$ cat src/rtl/encoder4to2_reg_pkg.sv
// Shared encoder helpers: index-width rule, highest-set-bit index and popcount.
// Vectors are handled at a fixed maximum width so that 4-to-2, 8-to-3 and
// round-robin encoders can share one set of functions; callers zero-extend.
package enc_pkg;

  localparam int unsigned MAX_W = 32;

  typedef logic [MAX_W-1:0] vec_t;

  // Output index width for a WIDTH-bit request vector.
  function automatic int unsigned idx_width(input int unsigned w);
    return (w <= 1) ? 1 : $clog2(w);
  endfunction

  // Index of the highest set bit; 0 for an all-zero vector.
  function automatic int unsigned prio_idx(input vec_t v);
    int unsigned idx;
    idx = 0;
    for (int unsigned i = 0; i < MAX_W; i++) begin
      if (v[i]) idx = i;
    end
    return idx;
  endfunction

  function automatic int unsigned popcount(input vec_t v);
    int unsigned n;
    n = 0;
    for (int unsigned i = 0; i < MAX_W; i++) begin
      n = n + int'(v[i]);
    end
    return n;
  endfunction

endpackage

$ cat src/rtl/encoder4to2_reg_if.sv
// Handshake bus of the registered encoder.
//   in_valid/in_ready/in          : upstream request vector
//   out_valid/out_ready/out/any/multi : downstream registered result
// master: the side driving requests and consuming results; slave: the encoder.
interface encoder4to2_reg_if
  import enc_pkg::*;
#(
  parameter int unsigned WIDTH = 4
);
  localparam int unsigned IDX_W = idx_width(WIDTH);

  logic             in_valid;
  logic             in_ready;
  logic [WIDTH-1:0] in;
  logic             out_valid;
  logic             out_ready;
  logic [IDX_W-1:0] out;
  logic             any;
  logic             multi;

  modport master (
    output in_valid, in, out_ready,
    input  in_ready, out_valid, out, any, multi
  );

  modport slave (
    input  in_valid, in, out_ready,
    output in_ready, out_valid, out, any, multi
  );

endinterface

$ cat src/rtl/encoder4to2_reg_prio_enc_comb.sv
// Pure combinational priority encoder.
//   i_vec   : request vector
//   o_idx   : index of highest set bit (0 when i_vec is zero)
//   o_any   : i_vec non-zero
//   o_multi : two or more bits of i_vec set
module prio_enc_comb
  import enc_pkg::*;
#(
  parameter int unsigned WIDTH = 4
) (
  input  logic [WIDTH-1:0]           i_vec,
  output logic [idx_width(WIDTH)-1:0] o_idx,
  output logic                       o_any,
  output logic                       o_multi
);
  localparam int unsigned IDX_W = idx_width(WIDTH);

  vec_t w_vec;

  always_comb begin
    w_vec              = '0;
    w_vec[WIDTH-1:0]   = i_vec;
    o_idx              = IDX_W'(prio_idx(w_vec));
    o_any              = |i_vec;
    o_multi            = (popcount(w_vec) >= 2);
  end

endmodule

$ cat src/rtl/encoder4to2_reg.sv
// Registered priority encoder with valid/ready on both sides.
//   clk, rst_n : rising-edge clock, asynchronous active-low reset
//   en         : 0 blocks new captures; a pending result still drains
//   bus        : slave side of encoder4to2_reg_if (request in, index/any/multi out)
//   err_cnt    : saturating count of accepted multi-hot vectors
module encoder4to2_reg
  import enc_pkg::*;
#(
  parameter int unsigned WIDTH = 4,
  parameter int unsigned ERR_W = 8
) (
  input  logic                 clk,
  input  logic                 rst_n,
  input  logic                 en,
  encoder4to2_reg_if.slave     bus,
  output logic [ERR_W-1:0]     err_cnt
);
  localparam int unsigned IDX_W = idx_width(WIDTH);

  logic [IDX_W-1:0] w_idx;
  logic             w_any;
  logic             w_multi;
  logic             w_accept;

  logic             r_out_valid;
  logic [IDX_W-1:0] r_out;
  logic             r_any;
  logic             r_multi;
  logic [ERR_W-1:0] r_err_cnt;

  prio_enc_comb #(.WIDTH(WIDTH)) u_prio (
    .i_vec   (bus.in),
    .o_idx   (w_idx),
    .o_any   (w_any),
    .o_multi (w_multi)
  );

  // Slot frees up in the same cycle it drains, so back-to-back transfers
  // run without a bubble.
  assign bus.in_ready = en & (~r_out_valid | bus.out_ready);
  assign w_accept     = bus.in_valid & bus.in_ready;

  always_ff @(posedge clk or negedge rst_n) begin
    if (!rst_n) begin
      r_out_valid <= 1'b0;
      r_out       <= '0;
      r_any       <= 1'b0;
      r_multi     <= 1'b0;
      r_err_cnt   <= '0;
    end else if (w_accept) begin
      r_out_valid <= 1'b1;
      r_out       <= w_idx;
      r_any       <= w_any;
      r_multi     <= w_multi;
      if (w_multi && (r_err_cnt != '1)) r_err_cnt <= r_err_cnt + 1'b1;
    end else if (bus.out_ready) begin
      // Result consumed with nothing new: drop valid, keep last data visible.
      r_out_valid <= 1'b0;
    end
  end

  assign bus.out_valid = r_out_valid;
  assign bus.out       = r_out;
  assign bus.any       = r_any;
  assign bus.multi     = r_multi;
  assign err_cnt       = r_err_cnt;

endmodule

$ cat src/flat_wrapper.sv
// flat-port wrapper written by rule: the top's interface ports become plain ports
module encoder4to2_reg_flat import enc_pkg::*;
#(
  parameter int unsigned WIDTH = 4,
  parameter int unsigned ERR_W = 8
)
  (clk, rst_n, en, err_cnt, bus_in_valid, bus_in, bus_out_ready, bus_in_ready, bus_out_valid, bus_out, bus_any, bus_multi);
  encoder4to2_reg_if #(.WIDTH(WIDTH)) bus_i ();
  input  logic clk;
  input  logic rst_n;
  input  logic en;
  output logic [ERR_W-1:0] err_cnt;
  input wire logic [$bits(bus_i.in_valid)-1:0] bus_in_valid;
  input wire logic [$bits(bus_i.in)-1:0] bus_in;
  input wire logic [$bits(bus_i.out_ready)-1:0] bus_out_ready;
  output wire logic [$bits(bus_i.in_ready)-1:0] bus_in_ready;
  output wire logic [$bits(bus_i.out_valid)-1:0] bus_out_valid;
  output wire logic [$bits(bus_i.out)-1:0] bus_out;
  output wire logic [$bits(bus_i.any)-1:0] bus_any;
  output wire logic [$bits(bus_i.multi)-1:0] bus_multi;
  assign bus_i.in_valid = bus_in_valid;
  assign bus_i.in = bus_in;
  assign bus_i.out_ready = bus_out_ready;
  assign bus_in_ready = bus_i.in_ready;
  assign bus_out_valid = bus_i.out_valid;
  assign bus_out = bus_i.out;
  assign bus_any = bus_i.any;
  assign bus_multi = bus_i.multi;
  encoder4to2_reg #(.WIDTH(WIDTH), .ERR_W(ERR_W)) u_core (.clk(clk), .rst_n(rst_n), .en(en), .bus(bus_i), .err_cnt(err_cnt));
endmodule
$ cat config.mk
export PLATFORM = sky130hd
export DESIGN_NAME = encoder4to2_reg_flat
export DESIGN_NICKNAME = d
export VERILOG_FILES = /design/src/rtl/encoder4to2_reg_pkg.sv /design/src/rtl/encoder4to2_reg_if.sv /design/src/rtl/encoder4to2_reg_prio_enc_comb.sv /design/src/rtl/encoder4to2_reg.sv /design/src/flat_wrapper.sv
export SDC_FILE = /design/constraint.sdc
export NUM_CORES = 1
export LEC_CHECK = 0
export CORE_MARGIN = 2
export CORE_UTILIZATION = 39
export DETAILED_ROUTE_END_ITERATION = 10
export PLACE_DENSITY_LB_ADDON = 0.3
export SYNTH_ARGS = -nofsm -noshare
export SYNTH_HDL_FRONTEND = slang
export SYNTH_SLANG_ARGS = --single-unit
export TNS_END_PERCENT = 5
$ cat constraint.sdc
create_clock -name clk -period 1.3 [get_ports clk]
set_input_delay 0.39 -clock clk [delete_from_list [all_inputs] [get_ports clk]]
set_output_delay 0.39 -clock clk [all_outputs]
set_load 0.005 [all_outputs]
==> summary.md <==
| Metric | Value |
|---|---|
| Status | finished, violations left |
| Failing checks | negative setup slack |
| Worst setup margin | -399 ps |
| Grt ovf | 0 |
| Initial Util | 40.3% |
| Combinational share of power | 41.6% |
| Final Max Slew Viols | 0 |
| Setup slack at placement | -1070 ps |
| Largest net degree at the start of global routing | 14 |
| Final Critical Period | 1700 ps |
| Worst skew pair latency | 270 ps |
| Critical path peak fanout | 2 |
| Commonest non-fill, non-tap cell in the layout | buf_4 |
| Switching fraction of total power | 31.9% |
| Vias in the first global route | 559 |
| Antenna cell count | 0 |
| Final Hold Fails | 0 |
| Yosys cell types | 25 |
| EDFF count, synth | 0 |
| Nets | 114 |
| Placed inst area | 1060 sq um |
| Max frequency | 0.588 GHz |
| CP Launch Type | input pin |
| Least-Margin Pin Slew | 288 ps |
| Initial antenna violation count | 0 |
| Switching power | 0.460 mW |
| Htree depth | 1 |
| CTS root buf | clkbuf_4 |
| Critical Path AT | 1860 ps |
| Average instance area after synthesis | 11.7 sq um |
| Worst relative slew slack | 80.7% |
| CTS Buf Count | 3 |
| Most frequent cells in the layout | buf_4 (16), dfrtp_1 (13), nand2_1 (8), clkbuf_2 (8), clkdlybuf4s15_1 (6) |
| Int Power | 0.981 mW |
| CP Data Required Time | 1460 ps |
| Mapped Nets | 70 |
| ANT nets after route | 0 |
| Sequential element share of the synthesized area | 47.8% |
| Rows | 15 |
| First-pass GRT wire length | 2.24 mm |
| Final setup vio count | 10 |
| Synth Register Bits | 13 |
| Die Height | 45.8 um |
| CORE AREA | 1690 sq um |
| Final WL | 1.45 mm |
| Port Buffers | 22 |
| Post-route cell area | 1070 sq um |
| CTS Hold Buffers Added | 0 |
| Period Utilization, post-route | 131% |
| Sequential Power Share | 41.5% |
| Syn Inst Count | 58 |
| Clock power share | 16.9% |
| Synthesis warning total | 0 |
| Num Clock Sinks | 13 |
| Setup TNS | -2830 ps |
| Die width | 45.8 um |
| Dpl hpwl | 1.15 mm |
| Static Leak | 0.562 nW |
| Post-route insts no fill | 118 |
| PD cells | 1350 nW/um^2 |
| Vias | 570 |
| Worst min-delay path class | input pin to flop |
| First-pass DRT Iterations | 4 |
| Clock transition at path regs | 80 ps |
| Worst Setup End Kind | flop |
| Filler cells | 123 |
| RSZ-0062 raised after global routing | yes |
| CP Class | input pin to flop |
| # IOs | 23 |
| Layout cells sized above 1 | 43.6% |
| Post-layout util | 63.4% |
| Placed Cells | 114 |
| VDD IR max | 986 uV |
| Max cap viols | 0 |
| Global Route Usage Sum | 14.9% |
| Synthesized area | 681 sq um |
| DIE AREA | 2100 sq um |
| WL/cell | 12.3 um |
| DRC | 0 |
| Clock Skew | 0.701 ps |
| Asr flop ratio synth | 100% |
| Drt initial violations | 11 |
| Area growth, synth to finish | 57.4% |
| Most used flip-flop cell after synthesis | dfrtp_1 |
| Clock Path Buffers | 2 |
| Vias per cell | 4.83 |
| Placer Congestion | 0.739 |
| CTS tree | yes |
[metal layers]
| metal | global-route usage (%) | vias to the layer above | wire, um |
|---|---|---|---|
| met5 | 0 | - | 0 |
| met3 | 3.57 | 0 | 73 |
| met1 | 17.8 | 263 | 635 |
| met2 | 27.6 | 21 | 739 |
| li1 | - | 286 | - |
| met4 | 1.71 | 0 | 0 |
[sequential cells by signal, summed over array words and instances (netlist names)]
signal                count
u_core.bus.any            1
u_core.bus.multi          1
u_core.bus.out            2
u_core.bus.out_valid      1
u_core.err_cnt            8
[final timing paths]
check / startpoint / depth (start not counted) / endpoint / slack [ps]
max in group asynchronous: rst_n / 2 / u_core.err_cnt[2] / 730
worst max-delay path: bus_in[0] / 6 / u_core.err_cnt[7] / -400
worst max register to register: u_core.bus.out_valid / 5 / u_core.err_cnt[7] / -130
worst min-delay path: bus_in[1] / 3 / u_core.bus.out[0] / 400
min in group asynchronous: rst_n / 2 / u_core.bus.out[0] / 420
worst min register to register: u_core.bus.out[0] / 2 / u_core.bus.out[0] / 480
[timing repair]
item | 4_1_cts | 5_1_grt
gates resized for setup | 43 | 14
buffers inserted | 0 | 0
endpoints found under the setup margin | 26 | 20
pin swaps | 3 | 5
[layout make-up]
type	count	area, sq um	share of cell area (%)
clock buffer	4	26.3	2.45
inverter	3	11.3	1.05
multi-input combinational	42	373	34.8
sequential	13	325	30.4
tap	17	21.3	1.99
timing repair buffer	39	314	29.3
[worst max-delay path, cell delays in order]
cell	delay, ps
buf_6	100
fa_1	540
a21oi_2	60
buf_4	130
nor4b_2	280
mux2_2	360
[through the flow]
stage | hold WS, ps | total power, mW
6_report | 404 | 1.44
5_1_grt | 442 | 1.54
4_1_cts | 422 | 1.49
3_5_place_dp | 469 | 1.29
3_3_place_gp | 462 | 1.26
2_1_floorplan | 94.4 | 0.821
[logic make-up (layout without fill, tap and decap cells)]
family / after synthesis / after routing / synth area share [%]
flops: 13 / 13 / 47.8
fa+ha+maj: 3 / 3 / 6.62
simple gates: 25 / 25 / 27.2
xor+xnor: 5 / 5 / 6.43
buf+inv: 3 / 46 / 1.65
compound gates: 6 / 6 / 4.78
mux: 3 / 3 / 5.51
[synthesized netlist by cell type, types with 2 or more instances]
cell / count / area share [%]
dfrtp_1: 13 / 48
nand2_1: 8 / 4.4
xor2_1: 5 / 6.4
a21oi_1: 3 / 2.2
inv_1: 3 / 1.7
ha_1: 2 / 3.7
mux2_2: 2 / 3.3
nand3_1: 2 / 1.5
nor3_1: 2 / 1.5
nor4b_2: 2 / 4.4
o21ai_0: 2 / 1.5
[power groups by stage]
stage / combinational, mW / clock [mW] / sequential [mW]
after floorplan: 0.190 / 0 / 0.631
after global placement: 0.660 / 0 / 0.600
after detailed placement: 0.683 / 0 / 0.605
after CTS: 0.638 / 0.252 / 0.600
after global routing: 0.650 / 0.277 / 0.613
final: 0.599 / 0.244 / 0.597
(Power assumes the default switching activity.)
==> patch (config.mk and constraints unchanged) <==
`ERR_W` is set to 8 in 2 places; all go to 6.
--- a/src/rtl/encoder4to2_reg.sv
+++ b/src/rtl/encoder4to2_reg.sv
@@ -7,7 +7,7 @@
   import enc_pkg::*;
 #(
   parameter int unsigned WIDTH = 4,
-  parameter int unsigned ERR_W = 8
+  parameter int unsigned ERR_W = 6
 ) (
   input  logic                 clk,
   input  logic                 rst_n,
--- a/src/flat_wrapper.sv
+++ b/src/flat_wrapper.sv
@@ -2,7 +2,7 @@
 module encoder4to2_reg_flat import enc_pkg::*;
 #(
   parameter int unsigned WIDTH = 4,
-  parameter int unsigned ERR_W = 8
+  parameter int unsigned ERR_W = 6
 )
   (clk, rst_n, en, err_cnt, bus_in_valid, bus_in, bus_out_ready, bus_in_ready, bus_out_valid, bus_out, bus_any, bus_multi);
   encoder4to2_reg_if #(.WIDTH(WIDTH)) bus_i ();
Ports: changed (resized err_cnt); port bits go from 23 to 21. No check against the original RTL was run, so the function may have changed too.
==> patch against the unedited design <==
  * The flow still finishes with violations (negative setup slack)
  * Highest routed layer is now met4
  * Sequential share of layout area is 2.2 points lower
  * First-iteration DRC count is 91% lower
  * Register-to-register slack worse by 0.05 ns
  * Total power is 6.7% lower
  * Worst hold slack better by 0.026 ns
  * Sequential cell count is 2 lower
  * Wire length is 5.2% lower
  * Largest cell class unchanged
  * Synthesized area is 16% lower
  * Core utilization is 10 points higher
  * Design area is 8.6% lower
  * Fmax is 0.82% lower
  * Setup slack worse by 0.014 ns
  * Critical path depth is 1 higher
  * Clock power is 6% lower
==> patch: results (changes against the unedited design) <==
outcome:
  status: "finished, violations left"  # unchanged
  violations: "negative setup slack"  # unchanged
layout:
  clock_area_frac: 0.0269  # was 0.0245
  buf_share: 0.324  # was 0.293
  seq_share: 0.281  # was 0.304
  multi_input_area_share: 0.338  # was 0.348
synth:
  synth_compound_area_frac: 0.0719  # was 0.0478
  synthXorXnorAreaFrac: 0.0305  # was 0.0643
  ys_seq_area_frac: 0.479  # was 0.478
global_routing:
  track_usage: 0.184  # was 0.149
  grt_pass1_vias: 548  # was 559
  grt_max_degree: 12  # was 14
timing:
  setup_tns_ns: -2.61  # was -2.83 ns
  setup_viol: 8  # was 10
  worst_pin_slew_ns: 0.214  # was 0.288 ns
  hold_slack_ns: 0.431  # was 0.404 ns
  setup_ws_ns: -0.413  # was -0.399 ns
  fin_skew_ns: 0.000754  # was 0.000701 ns
placed_design:
  io_buffers: 20  # was 22
  place_hpwl_mm: 1.02  # was 1.15 mm
  placed_area_sq_um: 917  # was 1060 sq um
worst_setup_path:
  rr_startpoint: "u_core.err_cnt[0]$_DFFE_PN0P_"  # was u_core.bus.out_valid$_DFFE_PN0P_
  crit_end: "u_core.err_cnt[5]$_DFFE_PN0P_"  # was u_core.err_cnt[7]$_DFFE_PN0P_
  r2r_slack_ns: -0.18  # was -0.13 ns
  reg2reg_to: "u_core.err_cnt[1]$_DFFE_PN0P_"  # was u_core.err_cnt[7]$_DFFE_PN0P_
drt:
  vias: 520  # was 570
  drt-met1-wl_microns: 521  # was 635 microns
  wl_met3_microns: 70  # was 73 microns
  highest_layer: "met4"  # was met3
hold_path:
  worstHoldPathType: "input port to asynchronous set/reset pin"  # was input port to flip-flop
clocking:
  clkTransAtPathRegs_ns: 0.06  # was 0.08 ns
floorplanning:
  die_area_sq_um: 1800  # was 2100 sq um
power:
  p_leak_nw: 0.506  # was 0.562 nW
patch: changes by cell type after synthesis, sizes merged, moves of 2 or more:
cell / before / now
dfrtp: 13 / 11
and4: 2 / 0
and3: 0 / 2
xor2: 5 / 1
and2: 1 / 3
nor4b: 2 / 0
nor3: 2 / 0
patch: how the worst min path moves through the flow:
stage,endpoint
after floorplan,u_core.bus.any$_DFFE_PN0P_
after global placement,u_core.bus.out[0]$_DFFE_PN0P_
after detailed placement,u_core.bus.any$_DFFE_PN0P_
after CTS,u_core.bus.out[1]$_DFFE_PN0P_
after global routing,u_core.bus.out_valid$_DFFE_PN0P_
final,u_core.bus.out_valid$_DFFE_PN0P_
patch: power groups by stage:
stage | registers [mW] | logic, mW | clock network (mW)
after floorplan | 0.530 | 0.177 | 0
final | 0.501 | 0.615 | 0.229
after CTS | 0.496 | 0.612 | 0.241
after global routing | 0.518 | 0.678 | 0.255
after global placement | 0.493 | 0.610 | 0
after detailed placement | 0.496 | 0.620 | 0
